==> config.mk <==
export PLATFORM = sky130hd
export DESIGN_NAME = mem_port_arbiter
export DESIGN_NICKNAME = d
export VERILOG_FILES = /design/src/rtl/mem_port_arbiter.sv
export SDC_FILE = /design/constraint.sdc
export NUM_CORES = 1
export LEC_CHECK = 0
export CORE_MARGIN = 2
export CORE_UTILIZATION = 30
export DETAILED_ROUTE_END_ITERATION = 16
export SYNTH_ARGS = -nofsm -noshare
export SYNTH_HDL_FRONTEND = slang
export SYNTH_SLANG_ARGS = --single-unit
==> constraint.sdc <==
create_clock -name clk -period 9.76 [get_ports clk]
set_clock_uncertainty 0.05 [all_clocks]
set_input_delay 1.952 -clock clk [delete_from_list [all_inputs] [get_ports clk]]
set_output_delay 1.952 -clock clk [all_outputs]
set_load 0.1 [all_outputs]
==> src/rtl/mem_port_arbiter.sv <==
// Round-robin arbiter serialising two picorv32-style requesters onto one memory port.
// A per-transaction timeout completes a hung request with ERR_DATA and sets a sticky flag.
module mem_port_arbiter #(
   parameter int unsigned TIMEOUT_CYCLES = 64,
   parameter logic [31:0] ERR_DATA       = 32'hDEAD_BEEF,
   parameter int unsigned CNT_W          = 16
) (
   input  logic        clk,
   input  logic        rst,
   input  logic [1:0]  r_valid,
   input  logic [1:0]  r_instr,
   input  logic [63:0] r_addr,
   input  logic [63:0] r_wdata,
   input  logic [7:0]  r_wstrb,
   output logic [1:0]  r_ready,
   output logic [31:0] r_rdata,
   output logic        m_valid,
   output logic        m_instr,
   output logic [31:0] m_addr,
   output logic [31:0] m_wdata,
   output logic [3:0]  m_wstrb,
   input  logic        m_ready,
   input  logic [31:0] m_rdata,
   output logic        grant_id,
   output logic        timeout_err
);

   typedef enum logic [1:0] {
      ST_IDLE  = 2'd0,
      ST_ISSUE = 2'd1,
      ST_RESP  = 2'd2
   } state_t;

   // Wraps harmlessly when the timeout is disabled; w_expire is then forced low.
   localparam logic [CNT_W-1:0] LP_CNT_LAST = CNT_W'(TIMEOUT_CYCLES - 32'd1);

   state_t           r_state;
   logic             r_prio;
   logic [CNT_W-1:0] r_cnt;
   logic             w_sel;
   logic             w_expire;

   // Grant choice in IDLE and timeout expiry detection in ISSUE.
   always_comb begin
      w_sel    = 1'b0;
      w_expire = 1'b0;
      if (r_valid == 2'b11) begin
         w_sel = r_prio;
      end else begin
         w_sel = r_valid[1];
      end
      if ((TIMEOUT_CYCLES != 32'd0) && (r_cnt == LP_CNT_LAST)) begin
         w_expire = 1'b1;
      end else begin
         w_expire = 1'b0;
      end
   end

   // Arbitration FSM with all outputs registered.
   always_ff @(posedge clk or posedge rst) begin
      if (rst) begin
         r_state     <= ST_IDLE;
         r_prio      <= 1'b0;
         r_cnt       <= '0;
         r_ready     <= 2'b00;
         r_rdata     <= 32'h0000_0000;
         m_valid     <= 1'b0;
         m_instr     <= 1'b0;
         m_addr      <= 32'h0000_0000;
         m_wdata     <= 32'h0000_0000;
         m_wstrb     <= 4'b0000;
         grant_id    <= 1'b0;
         timeout_err <= 1'b0;
      end else begin
         case (r_state)
            ST_IDLE: begin
               if (r_valid != 2'b00) begin
                  grant_id <= w_sel;
                  m_valid  <= 1'b1;
                  m_instr  <= r_instr[w_sel];
                  m_addr   <= w_sel ? r_addr[63:32]  : r_addr[31:0];
                  m_wdata  <= w_sel ? r_wdata[63:32] : r_wdata[31:0];
                  m_wstrb  <= w_sel ? r_wstrb[7:4]   : r_wstrb[3:0];
                  r_cnt    <= '0;
                  r_state  <= ST_ISSUE;
               end
            end
            ST_ISSUE: begin
               // m_ready has precedence over a simultaneous expiry.
               if (m_ready) begin
                  r_rdata <= m_rdata;
                  r_ready <= grant_id ? 2'b10 : 2'b01;
                  m_valid <= 1'b0;
                  r_prio  <= ~grant_id;
                  r_state <= ST_RESP;
               end else if (w_expire) begin
                  r_rdata     <= ERR_DATA;
                  r_ready     <= grant_id ? 2'b10 : 2'b01;
                  m_valid     <= 1'b0;
                  timeout_err <= 1'b1;
                  r_prio      <= ~grant_id;
                  r_state     <= ST_RESP;
               end else begin
                  r_cnt <= r_cnt + CNT_W'(1);
               end
            end
            ST_RESP: begin
               r_ready <= 2'b00;
               r_state <= ST_IDLE;
            end
            default: begin
               r_ready <= 2'b00;
               m_valid <= 1'b0;
               r_state <= ST_IDLE;
            end
         endcase
      end
   end

endmodule
==> results of run 1 <==
path summary, 6_finish.rpt:
check / to / slack (ns) / cells past startpoint / start
max: grant_id / 5.73 / 6 / r_valid[1]
min: r_cnt[15] / 0.44 / 1 / r_cnt[15]
max reg2reg: grant_id / 7.34 / 4 / r_state[0]
min reg2reg: r_cnt[15] / 0.44 / 1 / r_cnt[15]
max in group asynchronous: r_cnt[1] / 6.31 / 3 / rst
min in group asynchronous: m_wdata[3] / 1.95 / 2 / rst
per-layer routing:
| layer | global-route usage [%] | up-vias | part of all wire, % | routed length [um] |
|---|---|---|---|---|
| met5 | 0 | - | 0 | 0 |
| met2 | 28.8 | 202 | 49 | 8440 |
| met3 | 5.50 | 22 | 8.0 | 1370 |
| li1 | - | 2421 | - | - |
| met1 | 18.5 | 2363 | 41 | 6980 |
| met4 | 6.37 | 0 | 1.9 | 324 |
area by class of cell:
type                    count  area share, %
clock buffers              23           5.16
clock inverters             7           1.22
inverters                  10          0.432
multi-input cells         357           25.5
flip-flops and latches    125           33.8
well taps                 234           3.16
repair buffers            286           30.7
flip-flops by register name, summed over array words and instances (netlist names):
signal / count
m_addr: 32
m_wdata: 32
r_rdata: 32
r_cnt: 16
m_wstrb: 4
r_ready: 2
r_state: 2
grant_id: 1
m_instr: 1
m_valid: 1
r_prio: 1
timeout_err: 1
Yosys cell counts, drive strengths merged (3+ instances only):
cell type | n | area share, %
nor4 | 4 | 0.81
clkbuf | 8 | 0.53
o22a | 8 | 1.2
nand2b | 10 | 1.1
nand2 | 9 | 0.59
a22o | 8 | 1.2
mux2i | 73 | 13
o21ai | 5 | 0.50
nand3b | 16 | 2.1
o211ai | 4 | 0.53
nor3 | 5 | 0.44
nor2 | 76 | 5.0
nand4 | 7 | 0.77
inv | 10 | 0.66
o21a | 18 | 2.4
and3 | 3 | 0.33
dfrtp | 125 | 55
buf | 29 | 2.8
nand3 | 6 | 0.53
a31oi | 19 | 2.1
a21oi | 71 | 6.4
through the flow:
stage          hold WS [ns]  util, %  cells  area, um2  setup slack (ns)
4_1_cts               0.442     49.5   1042       9270              5.69
3_5_place_dp          0.433     46.4   1012       8670              5.31
3_3_place_gp          0.422     46.4   1012       8670              5.35
6_report              0.442     49.5   1042       9270              5.73
2_1_floorplan         0.393        -    529       5710              4.43
5_1_grt               0.455     49.5   1042       9270              5.59
kinds of logic (layout without fill, tap and decap cells):
logic type	count (synthesis)	after routing	synth area share (%)
multiplexers	74	74	13.1
buffers and inverters	47	326	4.01
flip-flops	125	125	54.8
AO/OA/AOI/OAI	139	139	15.2
adder cells (fa/ha/maj)	1	1	0.219
AND/OR/NAND/NOR	143	143	12.7
placed cells by master (no fill, tap or decap), drive strengths merged, types with 3 or more instances in the layout:
| master | Yosys | routed |
|---|---|---|
| nand3b | 16 | 16 |
| buf | 29 | 6 |
| o21ai | 5 | 5 |
| nand3 | 6 | 6 |
| nand2b | 10 | 10 |
| nand2 | 9 | 9 |
| clkinv | 0 | 3 |
| o21a | 18 | 18 |
| nor2 | 76 | 76 |
| o211ai | 4 | 4 |
| clkbuf | 8 | 23 |
| nor4 | 4 | 4 |
| and3 | 3 | 3 |
| bufinv | 0 | 3 |
| a21oi | 71 | 71 |
| nand4 | 7 | 7 |
| a22o | 8 | 8 |
| clkdlybuf4s50 | 0 | 280 |
| nor3 | 5 | 5 |
| a31oi | 19 | 19 |
| inv | 10 | 10 |
| mux2i | 73 | 73 |
| o22a | 8 | 8 |
| dfrtp | 125 | 125 |
==> qor.csv, run 1 <==
stage;metric;value;unit
outcome;outcome;completed;
hold_path;hold_class;reg2reg;
sta;final.period_utilization;41.2;%
clock_network;cts_resized;0;
sta;tns;0;ns
floorplanning;row_count;50;
sta;timing.slew.headroom;30.7;%
finish;layout-drive-gt1-share;5.32;%
critical_path;crit_top_cell;buf_4;
finish;num_antenna_cells;0;
clock_network;cts-buffers-inserted;17;
logic_synthesis;syn_area;5710;um2
clock_network;cts-root-buf;clkbuf_16;
logic_synthesis;synth-seq-cells;125;
critical_path;critPathCaptureType;register;
floorplanning;io-pin-count;281;
detailed_routing;num_vias;5008;
floorplanning;die_y;142;um
clock_network;cts.sinks;125;
sta;final_hold_viol_count;0;
job;max_cap_violations;0;
logic_synthesis;synth-edff-count;0;
sta;worstMarginPinSlew;1.04;ns
floorplanning;initial_core_util;30.5;%
sta;final_max_slew_viol_count;0;
sta;setup_viol;0;
detailed_routing;drc;0;
clock_network;clk_pin_slew;0.05;ns
floorplanning;core_area;18700;um2
logic_synthesis;ys_types;44;
critical_path;crit_arrival;4.28;ns
sta;rsz0062_at_grt;false;
critical_path;path_cells;clkdlybuf4s50_1 > nor2_1 > nor3_2 > buf_4 > buf_4 > mux2i_1;
logic_synthesis;synth_nets;705;
critical_path;cp-start-kind;primary input;
placement;gp_congestion;0.806;
detailed_routing;wl;17.1;mm
logic_synthesis;syn_avg_cell_area;10.8;um2
global_route;grt_pass1_vias;5157;
logic_synthesis;yosysWarnings;0;
global_route;grt_pass1_wl;25.9;mm
finish;fill_cells;1700;
logic_synthesis;ys.flop_type;dfrtp_1;
clock_network;clk_latency;0.40;ns
critical_path;path_max_fanout;71;
critical_path;crit_family;buffers and inverters;
detailed_routing;drt_iter0_drc;215;
clock_network;clk_path_buf_depth;2;
logic_synthesis;async_reset_ff_share;100;%
global_route;grt_max_degree;72;
clock_network;post_cts_buffers;0;
detailed_routing;avgViaCountPerCell;4.81;
global_route;grt_use_total;16.4;%
critical_path;path_class;in2reg;
sta;fmaxAchievable;0.248;GHz
logic_synthesis;syn_inst;529;
logic_synthesis;yosysSeqAreaShare;54.8;%
finish;nets;973;
detailed_routing;postRouteAntennaNets;0;
clock_network;htree_levels;4;
clock_network;cts_tree;yes;
critical_path;slowest_stage;buf_4;
sta;post-route-min-period;4.03;ns
global_route;grt.overflow.total;0;
floorplanning;die_x;142;um
placement;port_buffers;280;
clock_network;ctsHoldBuffers;0;
placement;dp_hpwl;12.6;mm
finish;multiInputGateArea;2370;um2
detailed_routing;wl_per_cell;16.4;um
finish;register_area;3130;um2
detailed_routing;firstDrtPassIters;4;
floorplanning;die-area;20100;um2
critical_path;crit_required;10.02;ns
critical_path;critPathBufInv;3;
global_route;antenna_found_initial;0;
critical_path;max_stage_delay;0.67;ns
finish;syn2layout_area_growth;62.4;%
Power of run 1 is not shown: default switching activity piles up to over one toggle a cycle in this logic, so the estimate is an artifact.
==> run 2: changes to the inputs <==
Clock period 9.76 ns to 3.3 ns, I/O delays scaled along.
==> run 2 against run 1 <==
Worst setup slack got worse by 4.8 ns. Flip-flop and latch count unchanged. Die area unchanged. Critical endpoint is now r_rdata[19]. Hold slack got worse by 0.0039 ns. Sequential share of layout area increased by 0.56 points. Critical path type is now reg2reg. Global-route usage increased by 0.14 points. Wire length increased by 0.21%. Cell count increased by 0.48%.
==> qor.csv, run 2 (synthesized netlist as in run 1, its figures left out) <==
stage;metric;value;unit
outcome;outcome;completed;
critical_path;rr_endpoint;r_rdata[19];
floorplanning;initial_core_util;30.5;%
finish;multiInputGateArea;2370;um2
hold_path;hold_class;reg2reg;
global_route;antenna_found_initial;0;
floorplanning;row_count;50;
global_route;grt_pass1_vias;5078;
placement;port_buffers;280;
global_route;grtUsageMet3;4.76;%
sta;fmaxAchievable;0.422;GHz
finish;mostFrequentLayoutCells;174 x clkdlybuf4s50_1, 125 x dfrtp_1, 110 x buf_4;
finish;layout_commonest_cell;clkdlybuf4s50_1;
detailed_routing;num_vias;5011;
floorplanning;core_area;18700;um2
clock_network;post_cts_buffers;0;
critical_path;r2r_cells;6;
clock_network;clk_path_buf_depth;2;
finish;layout-drive-gt1-share;19.3;%
sta;final.period_utilization;71.8;%
clock_network;cts.sinks;125;
detailed_routing;firstDrtPassIters;4;
critical_path;crit_arrival;2.61;ns
finish;nets;976;
finish;num_antenna_cells;0;
clock_network;clk_latency;0.41;ns
hold_path;whs_path_depth;1;
critical_path;critPathCaptureType;register;
global_route;grt_use_total;16.6;%
critical_path;timing.rr.start;r_cnt[0];
sta;post-route-min-period;2.37;ns
critical_path;rrSetupSlack;0.93;ns
clock_network;cts-root-buf;clkbuf_16;
clock_network;cts_resized;0;
clock_network;cts-buffers-inserted;17;
job;max_cap_violations;0;
detailed_routing;avgViaCountPerCell;4.79;
detailed_routing;drt_iter0_drc;207;
placement;gp_congestion;0.803;
clock_network;cts_tree;yes;
clock_network;ctsHoldBuffers;0;
floorplanning;die-area;20100;um2
placement;dp_hpwl;12.6;mm
finish;register_area;3130;um2
global_route;grt.overflow.total;0;
finish;fill_cells;1684;
floorplanning;die_x;142;um
detailed_routing;wl_per_cell;16.4;um
critical_path;cp-start-kind;register;
clock_network;clk_pin_slew;0.06;ns
sta;timing.slew.headroom;54.5;%
detailed_routing;wl;17.2;mm
detailed_routing;drc;0;
sta;tns;0;ns
global_route;met1_usage;19.6;%
critical_path;path_class;reg2reg;
sta;worstMarginPinSlew;0.681;ns
sta;rsz0062_at_grt;false;
finish;syn2layout_area_growth;59.7;%
finish;final_core_util;48.7;%
critical_path;crit_required;3.55;ns
detailed_routing;postRouteAntennaNets;0;
global_route;grt_pass1_wl;26.0;mm
clock_network;htree_levels;4;
sta;final_max_slew_viol_count;0;
finish;top_regs;m_addr x32, m_wdata x32, r_rdata x32;
global_route;grt_util_met2;28.4;%
hold_path;hp-start;timeout_err;
floorplanning;die_y;142;um
sta;setup_viol;0;
critical_path;path_max_fanout;25;
global_route;grt_max_degree;140;
floorplanning;io-pin-count;281;
hold_path;hold_end;timeout_err;
sta;final_hold_viol_count;0;
global_route;grt.busiest_layer;met2;
run 2: changes by cell type in the layout (fill, tap and decap cells not counted), sizes merged:
cell           before  now
buf                 6  115
clkdlybuf4s50     280  174
clkbuf             23   19
clkinvlp            1    5
clkinv              3    5
run 2: metrics by stage:
stage | setup WS (ns) | cells | cell area [um2] | hold WS, ns
floorplan | 1.05 | 529 | 5710 | 0.393
detailed placement | 0.768 | 1015 | 8500 | 0.427
CTS | 0.928 | 1047 | 9110 | 0.436
global route | 0.779 | 1047 | 9110 | 0.460
global placement | 0.816 | 1015 | 8500 | 0.422
finish | 0.932 | 1047 | 9110 | 0.438
run 2: worst max-delay path by stage:
stage | startpoint | end | slack (ns) | cells past startpoint
finish | r_cnt[0] | r_rdata[19] | 0.93 | 6
global route | r_cnt[0] | r_rdata[16] | 0.78 | 6
CTS | r_cnt[0] | r_rdata[19] | 0.93 | 6
detailed placement | m_ready | r_rdata[19] | 0.77 | 4
global placement | r_valid[0] | m_addr[28] | 0.82 | 6
floorplan | rst | grant_id | 1.05 | 1
run 2: worst max-delay path, cell delays in order, from the launching register on:
cell and delay [ns]:
dfrtp_1 0.42, ha_1 0.26, and3_1 0.22, and4_4 0.18, o21ai_2 0.47, inv_2 0.35, o22a_1 0.30
run 2: final cells by class:
class | instances | area share [%]
clock buffer | 19 | 4.97
clock inverter | 13 | 1.81
inverter | 10 | 0.453
multi-input combinational | 357 | 26.0
sequential | 125 | 34.3
tap | 234 | 3.21
timing repair buffer | 289 | 29.3
run 2: per-layer routing:
metal,up-vias,share of wire [%],routed length [um]
met5,-,0,0
met2,204,50,8510
li1,2440,-,-
met3,24,7.7,1320
met1,2343,41,6990
met4,0,2.0,340
Power of run 2 is left out for the same reason.
